<file path="src/rtl/mc_control_fsm_v2.sv">
`default_nettype none
// ------------------------------------------------------------------------
// mc_control_fsm_v2 : multicycle RV32I control FSM with a memory handshake and timeout,
//                     trap states and cycle/instret counters.  Rev 1.0
// ------------------------------------------------------------------------
module mc_control_fsm_v2 #(
   parameter int CNT_W       = 32,
   parameter int MEM_TIMEOUT = 15
) (
   input  logic             clk,
   input  logic             reset,
   input  logic [6:0]       opcode,
   input  logic             alu_bcond,
   input  logic             mem_ready,
   input  logic             halt_req,
   output logic             ALUSrcA,
   output logic [1:0]       ALUSrcB,
   output logic             ALU_op_sig,
   output logic             IorD,
   output logic             IRWrite,
   output logic             MemRead,
   output logic             MemWrite,
   output logic             MemtoReg,
   output logic             PCWrite,
   output logic             PCWriteNotCond,
   output logic             PCSource,
   output logic             RegWrite,
   output logic [2:0]       state,
   output logic             halted,
   output logic             mem_error,
   output logic             illegal_inst,
   output logic [CNT_W-1:0] cycle_cnt,
   output logic [CNT_W-1:0] instret_cnt
);

   localparam logic [2:0] S_IF   = 3'd0;
   localparam logic [2:0] S_ID   = 3'd1;
   localparam logic [2:0] S_EX1  = 3'd2;
   localparam logic [2:0] S_EX2  = 3'd3;
   localparam logic [2:0] S_MEM  = 3'd4;
   localparam logic [2:0] S_WB   = 3'd5;
   localparam logic [2:0] S_HALT = 3'd6;
   localparam logic [2:0] S_ERR  = 3'd7;

   localparam logic [6:0] OP_ARITH     = 7'b0110011;
   localparam logic [6:0] OP_ARITH_IMM = 7'b0010011;
   localparam logic [6:0] OP_LOAD      = 7'b0000011;
   localparam logic [6:0] OP_STORE     = 7'b0100011;
   localparam logic [6:0] OP_BRANCH    = 7'b1100011;
   localparam logic [6:0] OP_JAL       = 7'b1101111;
   localparam logic [6:0] OP_JALR      = 7'b1100111;
   localparam logic [6:0] OP_SYSTEM    = 7'b1110011;

   // The wait counter holds completed stall cycles, so the last allowed wait is one below the limit.
   localparam logic [7:0]       WAIT_LAST = 8'(MEM_TIMEOUT - 1);
   localparam logic [CNT_W-1:0] CNT_ONE   = CNT_W'(1);

   logic [2:0]       state_q, state_d;
   logic [7:0]       wait_q, wait_d;
   logic [CNT_W-1:0] cycle_q, cycle_d;
   logic [CNT_W-1:0] instret_q, instret_d;
   logic             merr_q, merr_d;
   logic             ill_q, ill_d;
   logic             retire;
   logic             wait_hit;

   assign wait_hit = (wait_q == WAIT_LAST) && !mem_ready;

   always_ff @(posedge clk) begin
      if (reset) begin
         state_q   <= S_IF;
         wait_q    <= 8'd0;
         cycle_q   <= '0;
         instret_q <= '0;
         merr_q    <= 1'b0;
         ill_q     <= 1'b0;
      end else begin
         state_q   <= state_d;
         wait_q    <= wait_d;
         cycle_q   <= cycle_d;
         instret_q <= instret_d;
         merr_q    <= merr_d;
         ill_q     <= ill_d;
      end
   end

   always_comb begin
      state_d = state_q;
      retire  = 1'b0;
      merr_d  = merr_q;
      ill_d   = ill_q;
      case (state_q)
         S_IF: begin
            if (mem_ready) begin
               state_d = S_ID;
            end else if (wait_hit) begin
               state_d = S_ERR;
               merr_d  = 1'b1;
            end
         end
         S_ID: begin
            case (opcode)
               OP_JAL, OP_JALR: state_d = S_WB;
               OP_ARITH, OP_ARITH_IMM, OP_LOAD, OP_STORE, OP_BRANCH: state_d = S_EX1;
               OP_SYSTEM: begin
                  if (halt_req) begin
                     state_d = S_HALT;
                  end else begin
                     state_d = S_IF;
                     retire  = 1'b1;
                  end
               end
               default: begin
                  state_d = S_ERR;
                  ill_d   = 1'b1;
               end
            endcase
         end
         S_EX1: begin
            if (opcode == OP_BRANCH && !alu_bcond) begin
               state_d = S_IF;
               retire  = 1'b1;
            end else begin
               state_d = S_EX2;
            end
         end
         S_EX2: begin
            case (opcode)
               OP_ARITH, OP_ARITH_IMM: state_d = S_WB;
               OP_LOAD, OP_STORE:      state_d = S_MEM;
               OP_BRANCH: begin
                  state_d = S_IF;
                  retire  = 1'b1;
               end
               default:                state_d = S_IF;
            endcase
         end
         S_MEM: begin
            if (mem_ready) begin
               if (opcode == OP_STORE) begin
                  state_d = S_IF;
                  retire  = 1'b1;
               end else begin
                  state_d = S_WB;
               end
            end else if (wait_hit) begin
               state_d = S_ERR;
               merr_d  = 1'b1;
            end
         end
         S_WB: begin
            state_d = S_IF;
            retire  = 1'b1;
         end
         default: state_d = state_q;
      endcase

      if (state_d != state_q) begin
         wait_d = 8'd0;
      end else if (!mem_ready && (state_q == S_IF || state_q == S_MEM)) begin
         wait_d = wait_q + 8'd1;
      end else begin
         wait_d = wait_q;
      end

      cycle_d   = (state_q == S_HALT || state_q == S_ERR) ? cycle_q : cycle_q + CNT_ONE;
      instret_d = retire ? instret_q + CNT_ONE : instret_q;
   end

   always_comb begin
      ALUSrcA        = 1'b0;
      ALUSrcB        = 2'b00;
      ALU_op_sig     = 1'b0;
      IorD           = 1'b0;
      IRWrite        = 1'b0;
      MemRead        = 1'b0;
      MemWrite       = 1'b0;
      MemtoReg       = 1'b0;
      PCWrite        = 1'b0;
      PCWriteNotCond = 1'b0;
      PCSource       = 1'b0;
      RegWrite       = 1'b0;
      case (state_q)
         S_IF: begin
            MemRead = 1'b1;
            IRWrite = mem_ready;
         end
         S_ID: begin
            ALUSrcB = 2'b01;
            PCWrite = (opcode == OP_SYSTEM) && !halt_req;
         end
         S_EX1: begin
            if (opcode == OP_BRANCH) begin
               ALUSrcA        = 1'b1;
               ALU_op_sig     = 1'b1;
               PCWriteNotCond = 1'b1;
               PCSource       = 1'b1;
            end
         end
         S_EX2: begin
            case (opcode)
               OP_ARITH: begin
                  ALUSrcA    = 1'b1;
                  ALU_op_sig = 1'b1;
               end
               OP_ARITH_IMM, OP_LOAD, OP_STORE: begin
                  ALUSrcA    = 1'b1;
                  ALUSrcB    = 2'b10;
                  ALU_op_sig = 1'b1;
               end
               OP_BRANCH: begin
                  ALUSrcB = 2'b10;
                  PCWrite = 1'b1;
               end
               default: ;
            endcase
         end
         S_MEM: begin
            IorD = 1'b1;
            if (opcode == OP_LOAD) begin
               MemRead = 1'b1;
            end else if (opcode == OP_STORE) begin
               MemWrite = 1'b1;
               ALUSrcB  = 2'b01;
               PCWrite  = mem_ready;
            end
         end
         S_WB: begin
            RegWrite = 1'b1;
            PCWrite  = 1'b1;
            case (opcode)
               OP_ARITH, OP_ARITH_IMM: ALUSrcB = 2'b01;
               OP_LOAD: begin
                  ALUSrcB  = 2'b01;
                  MemtoReg = 1'b1;
               end
               OP_JAL:  ALUSrcB = 2'b10;
               OP_JALR: begin
                  ALUSrcA = 1'b1;
                  ALUSrcB = 2'b10;
               end
               default: ;
            endcase
         end
         default: ;
      endcase
   end

   assign state        = state_q;
   assign halted       = (state_q == S_HALT);
   assign mem_error    = merr_q;
   assign illegal_inst = ill_q;
   assign cycle_cnt    = cycle_q;
   assign instret_cnt  = instret_q;

endmodule
`default_nettype wire

</file>
<file path="config.mk">
export PLATFORM = sky130hd
export DESIGN_NAME = mc_control_fsm_v2
export DESIGN_NICKNAME = d
export VERILOG_FILES = /design/src/rtl/mc_control_fsm_v2.sv
export SDC_FILE = /design/constraint.sdc
export NUM_CORES = 1
export LEC_CHECK = 0
export CORE_MARGIN = 3
export CORE_UTILIZATION = 50
export CTS_CLUSTER_SIZE = 20
export DETAILED_ROUTE_END_ITERATION = 6
export PLACE_DENSITY = 0.85
export SYNTH_ARGS = -nofsm -noshare
export SYNTH_HDL_FRONTEND = slang
export SYNTH_SLANG_ARGS = --single-unit
</file>
<file path="constraint.sdc">
create_clock -name clk -period 2.8 [get_ports clk]
set_clock_uncertainty 0.05 [all_clocks]
set_input_delay 0.28 -clock clk [delete_from_list [all_inputs] [get_ports clk]]
set_output_delay 0.28 -clock clk [all_outputs]
set_load 0.01 [all_outputs]
</file>
==> impl_results.md <==
- Status: complete, no violations
- Die area: roughly 9000 um^2
- # setup viols final: 0
- CORE AREA: 7490 um^2
- RePlAce Congestion: 0.866
- Die span in y: ~95 um
- Die width: around 95 um
- Cts repair resizes: 0
- Number of synthesized flops with an enable pin: 0
- Finished Core Util: 0.711
- Final worst-path cycle share: 0.950
- Initial antenna violation count: 0
- Drt pass-1 iters: 4
- Via/cell ratio: around 5.6
- Critical path arrival: approximately 2.3 ns
- DRT antenna net count: 0
- Worst vdd ir: around 320 uV
- Yosys cell types: 64
- Final Power: between 0.002 and 0.0025 W
- Layout cell share with drive strength beyond 1: 0.101
- Grt met3 use: 0.0663
- Top-area cell type share of the netlist area: 0.388
- Most common cell after layout, fill and taps aside: clkdlybuf4s50_1
- Net Count, Synth: roughly 480
- Pin count of the biggest net entering global routing: between 40 and 50
- Worst Max-Slew Pin Slew: approximately 0.68 ns
- Diodes inserted: 0
- Tot GR Track Use: 0.222
- Met1 Track Usage GR: 0.273
- First-pass GRT wire length: between 15 and 20 mm
- Hold crit path type: input pin to register
- CTS sink cnt: 77
- Worst hold slack: around 0.32 ns
- Rel. slew slack: 0.545
- Synth-to-Final Area Change: 33.9%
- R2R Setup Slk: ~0.43 ns
- Critical path cell sequence: clkdlybuf4s50_1, and4bb_4, nand3_1, nor2_1, a21oi_1, nor3b_1, clkdlybuf4s50_1
- Num CTS Buffers: 9
- WP buf/inv: 2
- Syn avg cell area: between 8 and 9 um^2
- IO Count: 95
- Clk slew on worst S/H paths: ~0.08 ns
- Commonest cells after routing, fill and taps aside: clkdlybuf4s50_1 (93), dfxtp_1 (75), nor2_1 (62), a21oi_1 (33), xor2_1 (30)
- Routed WL: ~9.8 mm
- Crit Path Category: input pin to output port
- GR peak layer: met2
- Unrepaired setup endpoints after global routing: false
- Crit path max-delay family: simple AND/OR/NAND/NOR gates
- Yosys reg bits: 77
- Vias in the first global route: between 3,000 and 4,000
- CTS Hold Bufs: 0
- Synth Flop Type: dfxtp_1
- Residual DRC: 0
- YS warnings: 0
- Hold Fails Final Rpt: 0
- Row Count: 31
- Critical path data required time: about 2.5 ns
- R2r endpoint: cycle_cnt[23]
- Hold depth: 2
- CTS tree: done
- Mapped Area: a little under 4000 um^2
- Initial DRC count: ~150
- Number of buffers inserted by port buffering: 94
- Htree depth: 3
- Via count: 3,766
- Crit end category: output port
- Final HPWL DP: 7.27 mm
- Post-synthesis cell count: 466
- Filler cells: 572
- Crit Reg-Reg Startpoint: cycle_cnt[11]
- Cell repeated most along the worst path: clkdlybuf4s50_1
- Clock tree buffer depth: 2
- Worst Reg-to-Reg Cells: 6
- Max-Cap Viols: 0
- Fmax: 376 MHz
- Worst path slowest cell: clkdlybuf4s50_1
- Pleak: between 1.5 and 2 nW
- Clock Latency Late Sink: approximately 0.34 ns
- Post-synth ARST share: 0
- Hold_sp: reset
- GR Util met2: 0.377
- Starting Density: 0.531
- Final nets: a little under 600
- DR WL/cell: approximately 15 um
- Total global routing overflow: 0
- Final min period: ~2.7 ns
- Register area share after synthesis: 0.388
- Finished Cell Area: 5320 um^2
- Placed cell area: 5090 um^2
- Top cells by area, synth: dfxtp_1 (39%), xor2_1 (6.6%), nor2_1 (5.9%)
- Critical path peak fanout: 14
- Root buffer cell: clkbuf_8
- Largest stage delay on the critical path: 0.56 ns
- TNS Setup: 0 ns
- Worst Setup Start Kind: input pin
- Max-slew violation count: 0
- Hold Path End: instret_cnt[15]
- Post-synth top area cell: dfxtp_1
- Setup Buffers After CTS: 0
- P per Cell Area: between 400 and 500 nW/um^2
[registers in the layout (all words and copies together) (netlist names)]
signal / count
wait_q: 8
cycle_cnt: 32
mem_error: 1
instret_cnt: 32
illegal_inst: 1
state: 3
[per-layer routing]
metal  part of all wire  wire (um)
met5                  0          0
met4             0.0090         88
met3              0.051        505
met2               0.50       4910
met1               0.44       4310
[Yosys cell counts (2+ instances only)]
cell type / instances
nand4_1: 14
buf_2: 6
a41oi_1: 2
ha_1: 6
or2_2: 2
nor3_1: 4
nand2b_1: 5
nor3b_2: 2
o21a_1: 4
o21ai_0: 18
nor4_1: 3
nand3_1: 26
nor3_2: 2
nor2_1: 62
or3_1: 21
or4_1: 6
and4_1: 5
and3_1: 10
inv_1: 14
o21ai_1: 4
clkbuf_1: 12
nand2_1: 20
xor2_1: 30
and2_1: 6
and4b_1: 2
dfxtp_1: 77
a21boi_0: 2
xnor2_1: 11
o31ai_1: 6
buf_4: 3
nor2b_1: 5
mux2i_1: 2
and3b_1: 2
o2111ai_1: 4
o211ai_1: 6
a211oi_1: 2
a21oi_1: 33
[through the flow]
stage / std cells / setup WS, ns
6_report: 672 / 0.139
2_1_floorplan: 466 / 0.550
3_5_place_dp: 656 / 0.0145
4_1_cts: 672 / 0.0980
3_3_place_gp: 656 / 0.129
5_1_grt: 672 / 0.00863
[layout make-up]
cell class,count,area (um^2),share of cell area
multi-input combinational,352,2280,0.428
sequential,77,1540,0.290
clock inverter,5,82.6,0.0155
timing repair buffer,114,1100,0.206
inverter,14,52.6,0.00987
clock buffer,11,141,0.0266
tap,99,124,0.0233
[how the worst max path moves through the flow]
stage | start | endpoint | slack, ns | cells past startpoint
final | opcode[3] | ALU_op_sig | 0.14 | 7
after global routing | opcode[3] | ALU_op_sig | 0.009 | 7
after CTS | state[1] | PCWrite | 0.1 | 6
after detailed placement | opcode[3] | instret_cnt[22] | 0.01 | 8
after global placement | opcode[3] | instret_cnt[22] | 0.13 | 8
after floorplan | state[2] | instret_cnt[29] | 0.55 | 10
[power breakdown]
part	internal (W)	leakage [nW]	switching (W)
clock network	0.000530	0.114	0.000401
logic	0.000199	1.11	0.000213
registers	0.00112	0.622	0.0000334
[cell families after synthesis]
group	count (synthesis)	synth area share
flops	77	0.388
simple gates	206	0.294
compound gates	96	0.160
xor+xnor	41	0.0903
mux	3	0.00787
buf+inv	37	0.0415
fa+ha+maj	6	0.0189
(Power assumes the default switching activity.)
